==> config.mk <==
export PLATFORM = sky130hd
export DESIGN_NAME = fp16_to_int_converter
export DESIGN_NICKNAME = d
export VERILOG_FILES = /design/src/rtl/fp16_pkg.sv /design/src/rtl/complimenter_2.sv /design/src/rtl/fp16_to_int_converter.sv
export SDC_FILE = /design/constraint.sdc
export NUM_CORES = 1
export LEC_CHECK = 0
export ABC_AREA = 0
export CAP_MARGIN = 20
export CORE_UTILIZATION = 57
export DETAILED_ROUTE_END_ITERATION = 8
export PLACE_DENSITY_LB_ADDON = 0.3
export SLEW_MARGIN = 0
export SYNTH_ARGS = -nofsm -noshare
export SYNTH_HDL_FRONTEND = slang
export SYNTH_SLANG_ARGS = --single-unit
==> constraint.sdc <==
create_clock -name clk -period 3.8 [get_ports clk]
set_input_delay 1.14 -clock clk [delete_from_list [all_inputs] [get_ports clk]]
set_output_delay 1.14 -clock clk [all_outputs]
set_load 0.02 [all_outputs]
==> src/rtl/fp16_pkg.sv <==
// fp16_pkg
// Shared format constants for the binary16 -> int16 conversion path and
// the converter's state encoding.
//   FP16_*     : binary16 field widths, bias and all-ones exponent
//   INT16_*    : saturation limits of the signed 16-bit result
//   EXP_*      : biased-exponent class boundaries used at accept time
//   state_t    : converter FSM states
package fp16_pkg;

  localparam int FP16_EXP_W   = 5;
  localparam int FP16_MAN_W   = 10;
  localparam int FP16_BIAS    = 15;
  localparam int FP16_EXP_MAX = 31;

  localparam logic [15:0] INT16_MAX = 16'h7FFF;
  localparam logic [15:0] INT16_MIN = 16'h8000;

  // Biased exponent that marks Inf/NaN.
  localparam logic [4:0] EXP_ALL_ONES = 5'(FP16_EXP_MAX);
  // Unbiased exponent >= 15 no longer fits a signed 16-bit integer.
  localparam logic [4:0] EXP_SAT      = 5'(FP16_BIAS + 15);
  // Unbiased exponent <= -2 means |x| < 0.5, which always rounds to 0.
  localparam logic [4:0] EXP_TINY     = 5'(FP16_BIAS - 2);
  // Unbiased exponent equal to the mantissa width: the hidden-bit
  // significand already sits at the integer binary point.
  localparam logic [4:0] EXP_ALIGN    = 5'(FP16_BIAS + FP16_MAN_W);

  typedef enum logic [1:0] {
    IDLE  = 2'd0,
    SHIFT = 2'd1,
    ROUND = 2'd2,
    OUT   = 2'd3
  } state_t;

endpackage

==> src/rtl/complimenter_2.sv <==
// complimenter_2
// Conditional two's-complement negation.
//   i_en   : 1 = output -i_data, 0 = pass i_data through
//   i_data : operand
//   o_data : result (same width, wraps modulo 2^WIDTH)
module complimenter_2 #(
  parameter int WIDTH = 16
) (
  input  logic             i_en,
  input  logic [WIDTH-1:0] i_data,
  output logic [WIDTH-1:0] o_data
);

  localparam logic [WIDTH-1:0] ONE = {{(WIDTH-1){1'b0}}, 1'b1};

  assign o_data = i_en ? (~i_data + ONE) : i_data;

endmodule

==> src/rtl/fp16_to_int_converter.sv <==
// fp16_to_int_converter
// Converts an IEEE-754 binary16 operand to a signed 16-bit integer with
// round-to-nearest-even. Alignment uses a 1-bit-per-cycle shifter; specials,
// out-of-range and tiny values are resolved at accept time.
//   clk, rst             : clock, synchronous active-high reset
//   in_valid / in_ready  : operand handshake (ready only in IDLE)
//   x                    : fp16 operand {sign, exp[4:0], man[9:0]}
//   out_valid / out_ready: result handshake (result held until taken)
//   r                    : signed integer result
//   negative, cout,
//   overflow, zero       : ALU-style flags registered with r
module fp16_to_int_converter
  import fp16_pkg::*;
(
  input  logic        clk,
  input  logic        rst,
  input  logic        in_valid,
  output logic        in_ready,
  input  logic [15:0] x,
  output logic        out_valid,
  input  logic        out_ready,
  output logic [15:0] r,
  output logic        negative,
  output logic        cout,
  output logic        overflow,
  output logic        zero
);

  state_t r_state;
  state_t w_state_next;

  // Operand fields
  logic                  w_sign;
  logic [FP16_EXP_W-1:0] w_exp;
  logic [FP16_MAN_W-1:0] w_man;

  assign w_sign = x[FP16_MAN_W + FP16_EXP_W];
  assign w_exp  = x[FP16_MAN_W +: FP16_EXP_W];
  assign w_man  = x[FP16_MAN_W-1:0];

  logic w_accept;
  logic w_out_fire;

  assign w_accept   = in_valid & in_ready;
  assign w_out_fire = out_valid & out_ready;

  // Accept-time classification: anything that does not need the shifter
  // gets its final result here and goes straight to OUT.
  logic        w_is_direct;
  logic [15:0] w_direct_r;
  logic        w_direct_ovf;

  always_comb begin
    w_is_direct  = 1'b0;
    w_direct_r   = '0;
    w_direct_ovf = 1'b0;
    if (w_exp == EXP_ALL_ONES) begin
      // Only +Inf saturates high; -Inf and every NaN map to the minimum.
      w_is_direct  = 1'b1;
      w_direct_ovf = 1'b1;
      w_direct_r   = (w_sign || (w_man != '0)) ? INT16_MIN : INT16_MAX;
    end else if (w_exp >= EXP_SAT) begin
      w_is_direct = 1'b1;
      if (w_sign && (w_exp == EXP_SAT) && (w_man == '0)) begin
        // -2^15 is representable exactly.
        w_direct_r   = INT16_MIN;
        w_direct_ovf = 1'b0;
      end else begin
        w_direct_r   = w_sign ? INT16_MIN : INT16_MAX;
        w_direct_ovf = 1'b1;
      end
    end else if (w_exp <= EXP_TINY) begin
      w_is_direct  = 1'b1;
      w_direct_r   = '0;
      w_direct_ovf = 1'b0;
    end
  end

  // Shift direction and distance relative to the integer binary point.
  logic       w_left;
  logic [3:0] w_cnt;

  assign w_left = (w_exp >= EXP_ALIGN);
  assign w_cnt  = w_left ? 4'(w_exp - EXP_ALIGN) : 4'(EXP_ALIGN - w_exp);

  // Datapath registers
  logic        r_sign;
  logic [15:0] r_acc;
  logic        r_guard;
  logic        r_sticky;
  logic        r_left;
  logic [3:0]  r_cnt;
  logic [15:0] r_r;
  logic        r_overflow;
  logic        r_negative;
  logic        r_zero;

  // Round to nearest, ties to even. Largest magnitude reaching here is
  // 0x7FF0, so the increment never carries out of 16 bits.
  logic        w_inc;
  logic [15:0] w_mag;
  logic [15:0] w_signed;

  assign w_inc = r_guard & (r_sticky | r_acc[0]);
  assign w_mag = r_acc + {15'd0, w_inc};

  complimenter_2 #(
    .WIDTH(16)
  ) u_neg (
    .i_en  (r_sign),
    .i_data(w_mag),
    .o_data(w_signed)
  );

  // State register
  always_ff @(posedge clk) begin
    if (rst) begin
      r_state <= IDLE;
    end else begin
      r_state <= w_state_next;
    end
  end

  // Next-state logic
  always_comb begin
    w_state_next = r_state;
    case (r_state)
      IDLE: begin
        if (w_accept) begin
          if (w_is_direct) begin
            w_state_next = OUT;
          end else if (w_cnt == 4'd0) begin
            w_state_next = ROUND;
          end else begin
            w_state_next = SHIFT;
          end
        end
      end
      SHIFT: begin
        if (r_cnt == 4'd1) begin
          w_state_next = ROUND;
        end
      end
      ROUND: begin
        w_state_next = OUT;
      end
      OUT: begin
        if (w_out_fire) begin
          w_state_next = IDLE;
        end
      end
      default: begin
        w_state_next = IDLE;
      end
    endcase
  end

  // Handshake outputs
  always_comb begin
    in_ready  = 1'b0;
    out_valid = 1'b0;
    case (r_state)
      IDLE:    in_ready  = 1'b1;
      OUT:     out_valid = 1'b1;
      default: begin
        in_ready  = 1'b0;
        out_valid = 1'b0;
      end
    endcase
  end

  // Datapath
  always_ff @(posedge clk) begin
    if (rst) begin
      r_sign     <= 1'b0;
      r_acc      <= '0;
      r_guard    <= 1'b0;
      r_sticky   <= 1'b0;
      r_left     <= 1'b0;
      r_cnt      <= '0;
      r_r        <= '0;
      r_overflow <= 1'b0;
      r_negative <= 1'b0;
      r_zero     <= 1'b0;
    end else begin
      case (r_state)
        IDLE: begin
          if (w_accept) begin
            r_sign   <= w_sign;
            r_acc    <= {5'b0, 1'b1, w_man};
            r_guard  <= 1'b0;
            r_sticky <= 1'b0;
            r_left   <= w_left;
            r_cnt    <= w_cnt;
            if (w_is_direct) begin
              r_r        <= w_direct_r;
              r_overflow <= w_direct_ovf;
              r_negative <= w_direct_r[15];
              r_zero     <= (w_direct_r == '0);
            end
          end
        end
        SHIFT: begin
          if (r_left) begin
            r_acc <= {r_acc[14:0], 1'b0};
          end else begin
            // Bits shifted out feed the guard; anything below the guard
            // collapses into sticky.
            r_sticky <= r_sticky | r_guard;
            r_guard  <= r_acc[0];
            r_acc    <= {1'b0, r_acc[15:1]};
          end
          r_cnt <= r_cnt - 4'd1;
        end
        ROUND: begin
          r_r        <= w_signed;
          r_overflow <= 1'b0;
          r_negative <= w_signed[15];
          r_zero     <= (w_signed == '0);
        end
        default: begin
          // OUT holds the result stable.
        end
      endcase
    end
  end

  assign r        = r_r;
  assign negative = r_negative;
  assign overflow = r_overflow;
  assign zero     = r_zero;
  assign cout     = 1'b0;

endmodule

==> results.md <==
* Period minus WS final at roughly 3.5 ns
* Synthesized area per cell at ~7.5 um2
* Seq cells post-synth at 44
* CP required at between 4 and 5 ns
* CTS tree: yes
* Maxcap violations at 0
* Final Setup Violations at 0
* Crit path DAT at around 3.8 ns
* Critical path startpoint category: flop
* Seq. cell area at between 800 and 900 um2
* Final Hold Vio Count at 0
* Sequential share of the synthesized area at approximately 26%
* Largest net degree at the start of global routing at 34
* Worst slack, placed at about 0.21 ns
* CTS Buf Count at 5
* Worst skew pair latency at around 0.31 ns
* VDD IR max at about 0.00051 V
* Row Count at 27
* Longest Clk Path Bufs at 2
* Number of post-CTS setup repair buffers at 0
* Final Cell Area at about 3900 um2
* Initial antenna violation count at 0
* Fill count at approximately 480
* Max Slew Vio Count at 0
* HP Class: reg2reg
* Clk slew on worst S/H paths at 0.08 ns
* PwrDens at about 680 nW/um2
* Initial core utilization at 60.2%
* GRT overflow at 0
* Crit. End Element: flop
* Core area at between 5000 and 6000 um2
* Area post-placement at ~3800 um2
* I/O Pins at 42
* RSZ-0062 raised after global routing: false
* # DRC at 0
* Part of the cycle the worst path needs at approximately 93%
* WL/cell at roughly 16 um
* Hold_buf cts at 0
* Yosys warns at 0
* Async SR Flop Fraction at 0%
* Mapped Area at between 3000 and 4000 um2
* Root buffer cell: clkbuf_8
* Clk_skew at ~0.0065 ns
* Crit Path Class: reg2reg
* EDFF count, synth at 0
* Post-cts resize count at 0
* First-pass GRT wire length at between 15000 and 20000 um
* Die Y-Extent at around 80 um
* Synth Flop Type: dfxtp_1
* Syn Inst Count at 452
* Max H-tree Level at 2
* Final Total Pwr at around 2.6 mW
* Pin slew with the least headroom to its limit at roughly 0.97 ns
* Die Area at 6270 um2
* Antenna violation net count after detailed routing at 0
* Area grow syn2layout at 14.6%
* Fin worst setup slack at between 0.2 and 0.3 ns
* Horiz. Die Dim at about 80 um
* CTS sink cnt at 44
* Vias/cell at between 6 and 7
* # port buffers at 40
* Slew Limit Headroom at a little over a third
* Nets at about 510
* Drt first pass iters at 5
* Max Clk Rate at about 280 MHz
* DR iter-0 viols at between 200 and 250
* Yosys cell types at 64
* Hpwl dp at ~6300 um
* Worst-path fanout max at 7
* Vias in the first global route at ~3200
* Pleak at 1.37 nW
* Layout cell share with drive strength beyond 1 at under 10%
* Setup TNS at 0 ns
* Routability congestion estimate at about 0.89
* N_diodes at 0
* Synthesized net count at just under 500
* Post-Route WL at 8840 um
* Run status: completed
* Multi-input logic area at roughly 2300 um2
* GRT Util Overall at a little over 30%
* Vias at 3476
-- cell usage in the layout, fill, tap and decap left out, drive strengths merged, types with 10 or more instances in the layout --
| cell type | count |
|---|---|
| mux2i | 17 |
| nand2 | 45 |
| dfxtp | 44 |
| o211ai | 14 |
| inv | 15 |
| nor3 | 10 |
| nand3 | 17 |
| ha | 16 |
| nor2 | 43 |
| nor4 | 14 |
| clkdlybuf4s50 | 40 |
| o21ai | 24 |
| xnor2 | 14 |
| a21oi | 36 |
-- logic make-up (layout without fill, tap and decap cells) --
family | Yosys count | count (layout) | synth area share (%)
xor gates and xnor gates | 18 | 18 | 4.64
buffers and inverters | 50 | 70 | 6.30
and+or+nand+nor | 169 | 169 | 24.6
adders and majority gates | 16 | 16 | 5.89
AOI/OAI and AO/OA | 137 | 137 | 27.5
DFF | 44 | 44 | 25.9
muxes | 17 | 17 | 5.01
other | 1 | 1 | 0.110
-- layout make-up --
cell class | count | share of cell area (%)
multi-input combinational | 358 | 59.3
sequential | 44 | 22.6
timing repair buffer | 46 | 11.4
tap | 72 | 2.31
clock buffer | 6 | 1.86
inverter | 16 | 1.54
clock inverter | 2 | 0.900
-- power by group --
| part | switching, mW | total, mW | internal [mW] | leakage, nW |
|---|---|---|---|---|
| clock | 0.174 | 0.369 | 0.195 | 0.0552 |
| sequential | 0.191 | 0.783 | 0.592 | 0.360 |
| combinational | 0.873 | 1.48 | 0.612 | 0.956 |
-- registers in the layout, summed over array words and instances, names as in the netlist --
register	count
r	16
r_acc	16
r_cnt	4
r_state	2
overflow	1
r_guard	1
r_left	1
r_sign	1
r_sticky	1
zero	1
-- metrics by stage --
step / std cells / hold slack [ns] / utilization, %
after floorplan: 452 / 0.449 / -
after global placement: 536 / 0.459 / 67.1
after detailed placement: 536 / 0.465 / 67.1
after CTS: 544 / 0.476 / 69.0
after global routing: 544 / 0.519 / 69.0
final: 544 / 0.476 / 69.0
-- synthesized netlist by cell type (2+ instances only) --
master	number	share of area, %
o31ai_1	2	0.44
a311oi_1	2	0.52
buf_2	2	0.29
xor2_1	4	1.0
ha_1	16	5.9
o41ai_2	2	0.96
a31oi_1	9	1.7
xnor2_1	14	3.6
buf_4	2	0.44
a21o_1	2	0.44
buf_6	2	0.66
nor4_1	14	2.6
o211a_1	3	0.88
nand2b_1	6	1.1
or3_1	2	0.37
o21ai_0	22	3.2
o21a_1	5	1.1
clkbuf_1	27	3.0
o21ai_1	2	0.29
mux2i_1	17	5.0
o31a_1	3	0.77
nand3_1	17	2.5
o311ai_0	2	0.52
and3_1	7	1.3
nand3b_1	4	0.88
nor3_1	9	1.3
a211oi_1	9	2.0
o211ai_1	14	3.1
a21oi_1	36	5.3
inv_1	15	1.7
a2111oi_0	3	0.77
or2_2	2	0.37
nand2_1	45	5.0
o22ai_1	3	0.55
nand4_1	4	0.74
and2_1	5	0.92
dfxtp_1	44	26
o221a_2	5	1.7
nor2b_1	2	0.37
and4_1	2	0.52
nor2_1	43	4.8
-- critical path, cell delays in order, from the launching register on --
cell and delay (ns):
dfxtp_1 0.36, o21a_1 0.19, ha_1 0.26, ha_1 0.27
and3_1 0.29, or4_4 0.46, a211o_1 0.35, nor4_1 0.28
a21oi_1 0.10, a2111oi_0 0.63, o221a_2 0.30
-- final timing paths --
path | startpoint | depth (start not counted) | slack, ns | endpoint
worst max-delay path | r_acc[0]$_SDFFE_PP0P_ | 10 | 0.26 | r[12]$_SDFFE_PP0P_
worst min-delay path | r[15]$_SDFFE_PP0P_ | 2 | 0.48 | r[15]$_SDFFE_PP0P_
worst max register to register | r_acc[0]$_SDFFE_PP0P_ | 10 | 0.26 | r[12]$_SDFFE_PP0P_
worst min register to register | r[15]$_SDFFE_PP0P_ | 2 | 0.48 | r[15]$_SDFFE_PP0P_
-- layer usage --
metal / vias to the layer above / wire length (um) / GRT usage (%)
li1: 1692 / - / -
met1: 1645 / 3930 / 37.9
met2: 117 / 4350 / 52.8
met3: 22 / 380 / 3.56
met4: 0 / 179 / 11.5
met5: - / 0 / 0
(Power assumes the default switching activity.)
